### config.mk
export PLATFORM = sky130hd
export DESIGN_NAME = l2cache_ctrl_fsm
export DESIGN_NICKNAME = d
export VERILOG_FILES = /design/src/rtl/l2_pkg.sv /design/src/rtl/l2_rr_arbiter.sv /design/src/rtl/l2cache_ctrl_fsm.sv
export SDC_FILE = /design/constraint.sdc
export NUM_CORES = 1
export LEC_CHECK = 0
export ABC_CLOCK_PERIOD_IN_PS = 2200
export CAP_MARGIN = 5
export CORE_MARGIN = 10
export CORE_UTILIZATION = 35
export CTS_BUF_LIST = sky130_fd_sc_hd__clkbuf_4
export CTS_CLUSTER_SIZE = 30
export DETAILED_ROUTE_END_ITERATION = 8
export PLACE_DENSITY = 0.69
export RECOVER_POWER = 50
export SETUP_SLACK_MARGIN = 0.15
export SLEW_MARGIN = 20
export SYNTH_ARGS = -nofsm -noshare
export SYNTH_HDL_FRONTEND = slang
export SYNTH_SLANG_ARGS = --single-unit
### constraint.sdc
create_clock -name clk -period 2.2 [get_ports clk]
set_input_delay 0.44 -clock clk [delete_from_list [all_inputs] [get_ports clk]]
set_output_delay 0.44 -clock clk [all_outputs]
set_load 0.01 [all_outputs]
### src/rtl/l2_pkg.sv
// Shared types and helpers for the L2 cache control path:
// FSM state enum, cache-op mode codes, one-hot to index encoder.
package l2_pkg;

    typedef enum logic [3:0] {
        S_IDLE         = 4'd0,
        S_LOOKUP       = 4'd1,
        S_CHECK_DIRTY  = 4'd2,
        S_WRITEBACK    = 4'd3,
        S_REFILL_REQ   = 4'd4,
        S_REFILL_WAIT  = 4'd5,
        S_REFILL_WRITE = 4'd6,
        S_UC_WRITE     = 4'd7,
        S_CACOP        = 4'd8
    } l2_state_e;

    localparam logic [1:0] CACOP_INIT      = 2'd0;
    localparam logic [1:0] CACOP_IDX_WBINV = 2'd1;
    localparam logic [1:0] CACOP_HIT_WBINV = 2'd2;

    // Index of the lowest set bit; 0 when no bit is set.
    function automatic logic [3:0] onehot_lsb_enc(input logic [15:0] v);
        logic [3:0] enc;
        enc = 4'd0;
        for (int i = 15; i >= 0; i--) begin
            if (v[i]) enc = 4'(i);
        end
        return enc;
    endfunction

endpackage

### src/rtl/l2_rr_arbiter.sv
// Round-robin arbiter over NUM_REQ requesters.
// Ports: clk/rstn, valid_i, en_i -> gnt_o (one-hot), gnt_id_o, gnt_vld_o.
module l2_rr_arbiter #(
    parameter  int NUM_REQ = 2,
    localparam int REQ_W   = (NUM_REQ > 1) ? $clog2(NUM_REQ) : 1
) (
    input  logic               clk,
    input  logic               rstn,
    input  logic [NUM_REQ-1:0] valid_i,
    input  logic               en_i,
    output logic [NUM_REQ-1:0] gnt_o,
    output logic [REQ_W-1:0]   gnt_id_o,
    output logic               gnt_vld_o
);

    logic [REQ_W-1:0] ptr_q, ptr_d;

    always_comb begin
        int k;
        k         = 0;
        gnt_id_o  = '0;
        gnt_vld_o = 1'b0;
        for (int i = 0; i < NUM_REQ; i++) begin
            k = int'(ptr_q) + i;
            if (k >= NUM_REQ) k = k - NUM_REQ;
            if (en_i && !gnt_vld_o && valid_i[REQ_W'(k)]) begin
                gnt_vld_o = 1'b1;
                gnt_id_o  = REQ_W'(k);
            end
        end
        gnt_o = gnt_vld_o ? (NUM_REQ'(1) << gnt_id_o) : '0;
        ptr_d = (gnt_id_o == REQ_W'(NUM_REQ - 1)) ? '0 : gnt_id_o + 1'b1;
    end

    always_ff @(posedge clk or negedge rstn) begin
        if (!rstn)          ptr_q <= '0;
        else if (gnt_vld_o) ptr_q <= ptr_d;
    end

endmodule

### src/rtl/l2cache_ctrl_fsm.sv
// Main control FSM of the write-back/write-allocate L2 cache.
// Ports: requester handshakes, request-buffer view, cacop, way controls, memory handshake.
module l2cache_ctrl_fsm
    import l2_pkg::*;
#(
    parameter  int WAYS    = 4,
    parameter  int NUM_REQ = 2,
    localparam int WAY_W   = $clog2(WAYS),
    localparam int REQ_W   = (NUM_REQ > 1) ? $clog2(NUM_REQ) : 1
) (
    input  logic               clk,
    input  logic               rstn,
    input  logic [NUM_REQ-1:0] req_valid,
    input  logic [NUM_REQ-1:0] req_write,
    input  logic [NUM_REQ-1:0] req_uc,
    output logic [NUM_REQ-1:0] req_addr_ok,
    output logic [NUM_REQ-1:0] req_data_ok,
    output logic               rbuf_we,
    output logic [REQ_W-1:0]   rbuf_id,
    input  logic [REQ_W-1:0]   cur_id,
    input  logic               cur_write,
    input  logic               cur_uc,
    input  logic               cacop_valid,
    input  logic [1:0]         cacop_mode,
    input  logic [WAY_W-1:0]   cacop_way,
    output logic               cacop_ready,
    input  logic [WAYS-1:0]    hit,
    input  logic [WAY_W-1:0]   victim,
    input  logic               dirty,
    output logic [WAYS-1:0]    data_we,
    output logic               data_replace,
    output logic               data_wb,
    output logic [WAYS-1:0]    tagv_inv,
    output logic               tagv_init,
    output logic [WAY_W-1:0]   tagv_way,
    output logic [WAY_W-1:0]   choose_way,
    output logic [WAY_W-1:0]   dirty_way,
    output logic               dirty_set,
    output logic               dirty_clr,
    output logic [WAYS-1:0]    plru_use,
    output logic               choose_return,
    output logic               mem_req_r,
    output logic               mem_req_w,
    output logic               mem_rdy,
    input  logic               mem_addr_ok_r,
    input  logic               mem_addr_ok_w,
    input  logic               mem_data_ok
);

    l2_state_e          state_q, state_d;
    logic [WAY_W-1:0]   lway_q, lway_d;
    logic               cacop_q, cacop_d;
    logic [WAY_W-1:0]   hway;
    logic               hit_any, lk_hit, arb_en, gnt_vld, fill;
    logic [NUM_REQ-1:0] gnt, cur_oh;
    logic [REQ_W-1:0]   gnt_id;
    logic [WAYS-1:0]    wl, wh, wc;

    assign hway    = WAY_W'(onehot_lsb_enc(16'(hit)));
    assign hit_any = |hit;
    assign lk_hit  = (state_q == S_LOOKUP) && !cur_uc && hit_any;
    // Gating with rstn keeps every output low while reset is held.
    assign arb_en  = rstn &&
                     (((state_q == S_IDLE) && !cacop_valid) || lk_hit);
    assign wl      = WAYS'(1) << lway_q;
    assign wh      = WAYS'(1) << hway;
    assign wc      = WAYS'(1) << cacop_way;
    assign cur_oh  = NUM_REQ'(1) << cur_id;

    l2_rr_arbiter #(.NUM_REQ(NUM_REQ)) u_arb (
        .clk       (clk),
        .rstn      (rstn),
        .valid_i   (req_valid),
        .en_i      (arb_en),
        .gnt_o     (gnt),
        .gnt_id_o  (gnt_id),
        .gnt_vld_o (gnt_vld)
    );

    always_ff @(posedge clk or negedge rstn) begin
        if (!rstn) begin
            state_q <= S_IDLE;
            lway_q  <= '0;
            cacop_q <= 1'b0;
        end else begin
            state_q <= state_d;
            lway_q  <= lway_d;
            cacop_q <= cacop_d;
        end
    end

    always_comb begin
        state_d       = state_q;
        lway_d        = lway_q;
        cacop_d       = cacop_q;
        fill          = 1'b0;
        req_addr_ok   = '0;
        req_data_ok   = '0;
        rbuf_we       = 1'b0;
        rbuf_id       = '0;
        cacop_ready   = 1'b0;
        data_we       = '0;
        data_replace  = 1'b0;
        data_wb       = 1'b0;
        tagv_inv      = '0;
        tagv_init     = 1'b0;
        tagv_way      = '0;
        choose_way    = '0;
        dirty_way     = '0;
        dirty_set     = 1'b0;
        dirty_clr     = 1'b0;
        plru_use      = '0;
        choose_return = 1'b0;
        mem_req_r     = 1'b0;
        mem_req_w     = 1'b0;
        mem_rdy       = 1'b0;

        // Uncached writes are acknowledged only once memory takes them.
        if (gnt_vld) begin
            req_addr_ok = gnt & ~(req_uc & req_write);
            rbuf_we     = 1'b1;
            rbuf_id     = gnt_id;
        end

        unique case (state_q)
            S_IDLE: begin
                if (rstn && cacop_valid) begin
                    cacop_ready = 1'b1;
                    rbuf_we     = 1'b1;
                    cacop_d     = 1'b1;
                    state_d     = S_CACOP;
                end else if (gnt_vld) begin
                    cacop_d = 1'b0;
                    state_d = S_LOOKUP;
                end
            end
            S_LOOKUP: begin
                if (cur_uc) begin
                    state_d = cur_write ? S_UC_WRITE : S_REFILL_REQ;
                end else if (hit_any) begin
                    choose_way = hway;
                    plru_use   = wh;
                    if (cur_write) begin
                        data_we   = wh;
                        dirty_set = 1'b1;
                        dirty_way = hway;
                    end else begin
                        req_data_ok = cur_oh;
                    end
                    state_d = gnt_vld ? S_LOOKUP : S_IDLE;
                end else begin
                    lway_d  = victim;
                    state_d = S_CHECK_DIRTY;
                end
            end
            S_CHECK_DIRTY: begin
                dirty_way  = lway_q;
                choose_way = lway_q;
                tagv_way   = lway_q;
                if (dirty) begin
                    data_wb = 1'b1;
                    state_d = S_WRITEBACK;
                end else begin
                    state_d = cacop_q ? S_IDLE : S_REFILL_REQ;
                end
            end
            S_WRITEBACK: begin
                mem_req_w  = 1'b1;
                data_wb    = 1'b1;
                choose_way = lway_q;
                tagv_way   = lway_q;
                dirty_way  = lway_q;
                if (mem_addr_ok_w)
                    state_d = cacop_q ? S_IDLE : S_REFILL_REQ;
            end
            S_REFILL_REQ: begin
                mem_req_r = 1'b1;
                if (mem_addr_ok_r) begin
                    state_d = S_REFILL_WAIT;
                    fill    = mem_data_ok;
                end
            end
            S_REFILL_WAIT: begin
                mem_rdy = 1'b1;
                fill    = mem_data_ok;
            end
            S_REFILL_WRITE: begin
                data_we    = wl;
                dirty_set  = 1'b1;
                dirty_way  = lway_q;
                choose_way = lway_q;
                plru_use   = wl;
                state_d    = S_IDLE;
            end
            S_UC_WRITE: begin
                mem_req_w = 1'b1;
                if (mem_addr_ok_w) begin
                    req_addr_ok = cur_oh;
                    req_data_ok = cur_oh;
                    state_d     = S_IDLE;
                end
            end
            S_CACOP: begin
                case (cacop_mode)
                    CACOP_INIT: begin
                        tagv_init = 1'b1;
                        tagv_way  = cacop_way;
                        state_d   = S_IDLE;
                    end
                    CACOP_IDX_WBINV: begin
                        tagv_inv = wc;
                        tagv_way = cacop_way;
                        lway_d   = cacop_way;
                        state_d  = S_CHECK_DIRTY;
                    end
                    CACOP_HIT_WBINV: begin
                        if (hit_any) begin
                            tagv_inv = wh;
                            tagv_way = hway;
                            lway_d   = hway;
                            state_d  = S_CHECK_DIRTY;
                        end else begin
                            state_d = S_IDLE;
                        end
                    end
                    default: state_d = S_IDLE;
                endcase
            end
            default: state_d = S_IDLE;
        endcase

        // Refill data arrival, reachable from REFILL_REQ or REFILL_WAIT.
        if (fill) begin
            choose_return = 1'b1;
            if (!cur_uc) begin
                data_replace = 1'b1;
                data_we      = wl;
                dirty_clr    = 1'b1;
                dirty_way    = lway_q;
                choose_way   = lway_q;
                tagv_way     = lway_q;
            end
            if (cur_uc || !cur_write) begin
                req_data_ok = cur_oh;
                if (!cur_uc) plru_use = wl;
                state_d = S_IDLE;
            end else begin
                state_d = S_REFILL_WRITE;
            end
        end
    end

endmodule
* Yosys cells after proc, flatten, opt, wreduce, memory -nomap -nowiden *
Cells that the tools add are included.

word-level totals
  bits in registers = 8
  bits of input ports = 26
  output and inout bits = 34
  word-level logic and storage cells = 165

cells by class
  add/subtract/negate cells = 4
  order comparisons = 4
  equal/unequal tests = 19
  shift operators = 5
  mux-type cells = 100
  bitwise gates (word level) = 3
  reductions and logical operators = 26

operator list
  kind                   count
  $mux W4                17
  $mux W2                31
  $mux W1                33
  $pmux W2 S2            8
  $pmux W4 S8            1
  $pmux W4 S2            3
  $eq A4 B3 Y1 const B   4
  $mux W3                4
  $ne A3 B3 Y1 const B   4
  $shl A1 B2 Y4 const A  3
  $reduce_and A5 Y1      2
  $eq A4 B2 Y1 const B   2
  $logic_and A1 B1 Y1    8
  $lt A1 B3 Y1 const B   2
  $ne A2 B2 Y1 const B   3
  $pmux W1 S2            3
  $reduce_or A2 Y1       3
  $and A2 B2 Y2          2
  $eq A4 B1 Y1 const B   1
  $eq A4 B4 Y1 const B   1
  $logic_not A1 Y1       4
  $logic_not A4 Y1       1
  $ne A4 B3 Y1 const B   1
  $reduce_bool A2 Y1     2
  15 further kinds       18

* Depth between registers and ports, before layout *
Gate-level depths: netlist (run 1).

  word-level depth = 17
  gate-level depth with buffers = 6

* By module *
A second synthesis (run 1) with hierarchy kept.

unflattened totals
  cell total of the unflattened synthesis = 177
  area, all modules = 1255.0 um2

by module, submodules not included
  module            times used  cells each  area each (um2)
  l2cache_ctrl_fsm  1           170         1192.4
  l2_rr_arbiter     1           7           62.6

* Worst setup path after synthesis (run 1) *
OpenSTA, ideal clock, no wires.

  path type = register -> output
  start = register state_q[2]
  end = output port req_addr_ok[1]
  arrival = 1654 ps
  setup slack = 106 ps
  cell stages (with the launch flop) = 5
  buffers on the path = 1
  cell sequence = dfrtp_1 -> or4_1 -> buf_2 -> o31a_4 -> o21ai_2

on the way
  word-level cells in the longest chain between the ends = 17
  elaborated cells on any way between the ends = 22

ends and longest elaborated chain
  item                               RTL line                 source
  from (decl)                        l2cache_ctrl_fsm.sv:50   l2_state_e state_q, state_d;
  from (signal assigned)             l2cache_ctrl_fsm.sv:86   state_q <= state_d;
  $eq A4 B1 Y1                       l2cache_ctrl_fsm.sv:61   assign lk_hit = (state_q == S_LOOKUP) && !cur_uc && hit_any;
  $logic_and A1 B1 Y1 (2 in series)  l2cache_ctrl_fsm.sv:61
  $logic_or A1 B1 Y1                 l2cache_ctrl_fsm.sv:64   (((state_q == S_IDLE) && !cacop_valid) || lk_hit);
  $logic_and A1 B1 Y1                l2cache_ctrl_fsm.sv:63   assign arb_en = rstn &&
  $logic_and A1 B1 Y1                l2_rr_arbiter.sv:26      if (en_i && !gnt_vld_o && valid_i[REQ_W'(k)]) begin
  $mux W1                            l2_rr_arbiter.sv:26
  $logic_not A1 Y1                   l2_rr_arbiter.sv:26
  $logic_and A1 B1 Y1 (2 in series)  l2_rr_arbiter.sv:26
  $mux W1                            l2_rr_arbiter.sv:26
  $shl A1 B1 Y2                      l2_rr_arbiter.sv:31      gnt_o = gnt_vld_o ? (NUM_REQ'(1) << gnt_id_o) : '0;
  $mux W2                            l2_rr_arbiter.sv:31
  $and A2 B2 Y2                      l2cache_ctrl_fsm.sv:120  req_addr_ok = gnt & ~(req_uc & req_write);
  $mux W2                            l2cache_ctrl_fsm.sv:119  if (gnt_vld) begin
  $mux W2                            l2cache_ctrl_fsm.sv:197  if (mem_addr_ok_w) begin
  $mux W2 (*)                        l2cache_ctrl_fsm.sv:125  unique case (state_q)
  to (decl)                          l2cache_ctrl_fsm.sv:16   output logic [NUM_REQ-1:0] req_addr_ok,

Every way passes the cells marked *; elsewhere a longest branch is shown, timed or not.

* Worst setup path in the final report (run 1) *
  start = register state_q[1]
  end = output port data_we[2]

on the way
  word-level cells in the longest chain between the ends = 4
  elaborated cells on any way between the ends = 8

ends and longest elaborated chain
  item                                                 RTL line                 source
  $eq A4 B3 Y1 / $eq A4 B1 Y1 (equally long branches)  l2cache_ctrl_fsm.sv:125
  $pmux W4 S2                                          l2cache_ctrl_fsm.sv:125
  $mux W4                                              l2cache_ctrl_fsm.sv:235  if (!cur_uc) begin
  $mux W4 (*)                                          l2cache_ctrl_fsm.sv:233  if (fill) begin
  to (decl)                                            l2cache_ctrl_fsm.sv:30   output logic [WAYS-1:0] data_we,

Marks and branches as above.

==> impl_metrics.json, run 1 <==
{
  "worst_path_most_repeated_cell": "buf_6",
  "arrival_ps": 2060,
  "period_needed_ps": 2501,
  "hold_viol": 0,
  "synth_compound_area_frac": 0.2952,
  "layout.nets": 345,
  "vdd_drop_max_uv": 595.1,
  "tightestPinTransition_ps": 473.9,
  "period_share": 1.137,
  "grt-ovfl-total": 0,
  "path_cells": "buf_6 -> nand2b_4 -> or4_4 -> or3_4 -> o22ai_4 -> buf_6",
  "netlist_instances": 175,
  "swShare": 0.4463,
  "area_growth_pct": 117.7,
  "power_density_nw_per_um2": 880.5,
  "clock_latency_ps": 260,
  "rsz0062_at_grt": "yes",
  "clock-sinks": 8,
  "cts_buffer_depth": 2,
  "cp-startpoint": "state_q[1]",
  "rows": 21,
  "synth-adder-area-share": 0.03949,
  "synthXorXnorAreaFrac": 0.01974,
  "synthArstFlopShare": 1.000,
  "core_area_um2": 3416,
  "tritoncts": "yes",
  "final_max_slew_viol_count": 0,
  "final_layout_size_suffix_gt1_frac": 0.5573,
  "synth_fp_nets": 205,
  "ys_types": 54,
  "drt.antenna.violating_nets": 0,
  "synth_mux_area_frac": 0.01777,
  "wirelength_um": 6424,
  "post-dp-hpwl_um": 4522,
  "fin_ws_ps": -301.0,
  "hold_class": "primary input to async pin",
  "instances_no_fill": 360,
  "dr.first_iter.drc_count": 136,
  "htreeDepth": 1,
  "most-common-layout-cells": "buf_4 (61), buf_6 (29), buf_2 (28)",
  "synth_area_per_cell_um2": 7.243,
  "cts_buffers": 3,
  "reg2reg_from": "state_q[1]",
  "setup_viol": 30,
  "synth_area_leaders": "dfrtp_1 (16%), nand2_1 (6.8%), nor2_1 (5.6%), nand2b_1 (4.4%), ha_1 (3.9%)",
  "dr.pass1.iters": 4,
  "synth_top_cell_area_share": 0.1579,
  "synth_edf_count": 0,
  "vias_per_cell": 5.522,
  "yosysTopAreaCell": "dfrtp_1",
  "p_int_uw": 1345,
  "synth_top_family_by_area": "simple AND/OR/NAND/NOR gates",
  "die_area_um2": 6428,
  "placed_cells": 327,
  "violations": "negative setup slack",
  "worst_setup_path_start_kind": "register",
  "crit_family": "simple AND/OR/NAND/NOR gates",
  "fin_skew_ps": 2.656,
  "port_buffers": 58,
  "final_core_util": 0.8077,
  "nFillCells": 225,
  "path_class": "register to output port",
  "place.gp.congestion": 0.8853,
  "n_antenna_cell": 0,
  "pwr-share-seq": 0.135,
  "yosys.area_share.simple": 0.4057,
  "ioPinCount": 60,
  "status": "complete, but fails checks",
  "critPathMaxFanout": 3,
  "grt_usage": 0.1836,
  "vias": 1988,
  "antenna_found_initial": 0,
  "die_h_um": 80.18,
  "seq_area_frac_synth": 0.1579,
  "required_ps": 1760,
  "ctsHoldBuffers": 0,
  "synth_seq_cells": 8,
  "wl_per_cell_um": 17.84,
  "slowest_delay_ps": 450,
  "power.share.combinational": 0.807,
  "crit_slowest_cell": "or4_4",
  "path_clk_slew_ps": 60,
  "ys.flop_type": "dfrtp_1",
  "chipWidth_um": 80.18,
  "synth_warnings": 0,
  "max_freq_mhz": 399.8,
  "p_switching_uw": 1084,
  "tns_ps": -5535,
  "slew_headroom": 0.6807,
  "grt_max_degree": 17,
  "syn_area_um2": 1267,
  "p_leak_uw": 0.001288,
  "grt_pass1_vias": 1998,
  "root_buffer": "clkbuf_4",
  "finalPower_uw": 2429,
  "end_kind": "output port",
  "pwr-share-clk": 0.058,
  "drc": 0,
  "grt_pass1_wl_um": 9770,
  "path_buf_inv": 2,
  "cap_violations": 0,
  "start_util": 0.3711,
  "layout_commonest_cell": "buf_4"
}
## worst paths after layout
kind / to / slack, ps / cells after the start
worst max-delay path: data_we[2] / -300 / 6
worst min-delay path: state_q[1] / 570 / 2
worst max register to register: lway_q[0] / 130 / 10
worst min register to register: u_arb.ptr_q / 570 / 1
max in group asynchronous: state_q[2] / 1500 / 2
min in group clk: u_arb.ptr_q / 570 / 1
## Yosys cell counts, types with 3 or more instances
cell	number
a21oi_1	9
a22oi_1	3
a31oi_1	3
clkbuf_1	4
dfrtp_1	8
ha_1	4
inv_1	7
nand2_1	23
nand2b_1	9
nand3_1	6
nor2_1	19
nor2b_1	6
o211ai_1	3
o21ai_0	9
o22ai_1	6
or3_1	3
## registers in the layout, summed over array words and instances, names as in the netlist
register     flops
state_q          4
lway_q           2
cacop_q          1
u_arb.ptr_q      1
## power by group through the flow
| stage | registers, µW | clock network, µW | logic, µW |
|---|---|---|---|
| floorplan | 286 | 0 | 799 |
| global placement | 305 | 0 | 1470 |
| detailed placement | 313 | 0 | 1500 |
| CTS | 319 | 144 | 1820 |
| global route | 339 | 148 | 2090 |
| finish | 327 | 141 | 1960 |
## layer usage
metal,part of all wire,track usage,vias to the layer above,wire length [µm]
li1,-,-,933,-
met1,0.40,0.2141,964,2584
met2,0.52,0.3339,78,3310
met3,0.063,0.02673,13,406
met4,0.019,0.05634,0,123
met5,0,0,-,0
## through the flow
stage | hold slack, ps | instance area [µm²] | setup slack (ps)
floorplan | 144.4 | 1309 | 139.6
global placement | 510.2 | 2313 | -752.0
global route | 577.7 | 2759 | -368.6
detailed placement | 553.2 | 2313 | -770.5
finish | 568.5 | 2759 | -301.0
CTS | 493.9 | 2668 | -313.7
## layout make-up
cell class                      instances  area, µm²  area share
Inverter                                7      26.28    0.009524
Timing Repair Buffer                  144       1200      0.4349
Sequential cell                         8      201.4     0.07302
Tap cell                               46      57.56     0.02086
Multi-Input combinational cell        151       1244      0.4508
Clock buffer                            4      30.03     0.01088
## worst reg2reg max path, stage by stage, from the launching register on
cell	delay, ps
dfrtp_1	420
buf_6	140
buf_4	140
buf_12	130
nor4b_4	250
buf_4	190
buf_6	90
buf_6	90
o21a_1	120
a22oi_2	80
mux2_4	310
## logic make-up after synthesis
logic type      count (synthesis)
xor+xnor                        2
fa+ha+maj                       4
mux                             2
simple gates                   90
compound gates                 53
flops                           8
buf+inv                        16
## repair_timing
action | in CTS | in global routing
gates resized for setup | 216 | 15
pin swaps | 13 | 6
buffers inserted | 23 | 6
setup endpoints to repair | 36 | 36
gates cloned | 0 | 0
(Power assumes the default switching activity.)
==> inputs of run 2 (changes only) <==
--- a/config.mk
+++ b/config.mk
@@ -12,10 +12,10 @@
 export CTS_BUF_LIST = sky130_fd_sc_hd__clkbuf_4
 export CTS_CLUSTER_SIZE = 30
 export DETAILED_ROUTE_END_ITERATION = 8
+export MAX_ROUTING_LAYER = met4
 export PLACE_DENSITY = 0.69
 export RECOVER_POWER = 50
 export SETUP_SLACK_MARGIN = 0.15
-export SLEW_MARGIN = 20
 export SYNTH_ARGS = -nofsm -noshare
 export SYNTH_HDL_FRONTEND = slang
 export SYNTH_SLANG_ARGS = --single-unit
==> impl_metrics.json, run 2 (synthesis gave the netlist of run 1 again) <==
{
  "vdd_drop_max_uv": 703.1,
  "p_leak_uw": 0.001365,
  "most-common-layout-cells": "buf_4 (71), buf_6 (31), buf_2 (28)",
  "top_regs": "state_q: 4 flops, lway_q: 2 flops",
  "rows": 21,
  "instances_no_fill": 374,
  "grt-ovfl-total": 0,
  "placed_cells": 326,
  "status": "complete, but fails checks",
  "critPathMaxFanout": 4,
  "n_antenna_cell": 0,
  "grt_use_met2": 0.3636,
  "clock-sinks": 8,
  "hold_class": "register to register",
  "required_ps": 1760,
  "period_share": 1.165,
  "use_met1": 0.2218,
  "vias_per_cell": 6.005,
  "place.gp.congestion": 0.8657,
  "die_h_um": 80.18,
  "port_buffers": 58,
  "path_class": "register to output port",
  "slew_headroom": 0.6091,
  "drt.antenna.violating_nets": 0,
  "clock_latency_ps": 260,
  "power_density_nw_per_um2": 907.4,
  "grt_pass1_wl_um": 10530,
  "arrival_ps": 2120,
  "r2r_cells": 11,
  "fin_ws_ps": -362.2,
  "grt_usage": 0.2037,
  "cap_violations": 0,
  "end_kind": "output port",
  "path_clk_slew_ps": 60,
  "die_area_um2": 6428,
  "wl_per_cell_um": 20.57,
  "cts_buffers": 3,
  "globalRoute.busiestLayer": "met2",
  "violations": "negative setup slack",
  "grt_max_degree": 14,
  "grt_pass1_vias": 2143,
  "vias": 2246,
  "nFillCells": 194,
  "layout_commonest_cell": "buf_4",
  "area_growth_pct": 129.0,
  "period_needed_ps": 2562,
  "hold_viol": 0,
  "drc": 0,
  "htreeDepth": 1,
  "layout.nets": 359,
  "grt_use_met3": 0.03675,
  "ioPinCount": 60,
  "tightestPinTransition_ps": 580.2,
  "dr.pass1.iters": 6,
  "final_max_slew_viol_count": 0,
  "largest_reg_flops": 4,
  "antenna_found_initial": 0,
  "rsz0062_at_grt": "yes",
  "core_area_um2": 3416,
  "final_layout_size_suffix_gt1_frac": 0.5823,
  "finalPower_uw": 2634,
  "post-dp-hpwl_um": 4380,
  "max_freq_mhz": 390.3,
  "root_buffer": "clkbuf_4",
  "cts_buffer_depth": 2,
  "tritoncts": "yes",
  "worst_setup_path_start_kind": "register",
  "dr.first_iter.drc_count": 197,
  "wirelength_um": 7693,
  "chipWidth_um": 80.18,
  "start_util": 0.3711,
  "top_register": "state_q",
  "holdPathStages": 1,
  "fin_skew_ps": 4.038,
  "setup_viol": 31
}
-- run 2: per-stage QoR --
step | hold WS, ps | TNS [ps] | area [µm²] | utilization | setup slack, ps
floorplan | 144.4 | 0 | 1309 | - | 139.6
global placement | 509.4 | -15630 | 2306 | 0.6751 | -745.4
detailed placement | 524.0 | -16510 | 2306 | 0.6751 | -776.0
CTS | 500.9 | -5121 | 2706 | 0.7923 | -387.9
global route | 558.8 | -8457 | 2903 | 0.8498 | -424.2
finish | 529.4 | -6136 | 2903 | 0.8498 | -362.2
-- run 2: layout make-up --
type | count | area [µm²] | share of cell area
well taps | 46 | 57.56 | 0.01983
multi-input cells | 151 | 1291 | 0.4448
repair buffers | 158 | 1296 | 0.4466
flip-flops and latches | 8 | 201.4 | 0.06940
inverters | 7 | 26.28 | 0.009052
clock buffers | 4 | 30.03 | 0.01034
-- run 2: final timing paths --
kind                            start          to  slack (ps)
setup reg to reg           state_q[2]   lway_q[0]         -40
min in group asynchronous        rstn  state_q[1]         640
hold reg to reg               cacop_q     cacop_q         530
setup / recovery           state_q[1]  data_we[2]        -360
max in group asynchronous        rstn  state_q[2]        1140
hold / removal                cacop_q     cacop_q         530
-- run 2: worst max-delay path, cell delays in order (launching register included) --
cell and delay (ps):
dfrtp_1 400, buf_6 140, nand2b_4 130, or4_4 550
or3_4 410, o22ai_4 110, buf_6 120
-- run 2: where the power goes --
| group | total [µW] | internal (µW) | switching [µW] |
|---|---|---|---|
| combinational | 2160 | 1140 | 1020 |
| sequential | 331 | 215 | 115 |
| clock | 142 | 82.3 | 59.3 |
-- run 2: layer usage --
metal  part of all wire  wire [µm]
met5                  0          0
met3              0.085        654
met2               0.48       3692
met4              0.066        510
met1               0.37       2835
-- run 2: repair_timing --
item                       CTS  global route
buffers inserted            33            11
pin swaps                   23            13
hold buffers                 0             0
setup endpoints to repair   36            36
gates resized for setup    212            35
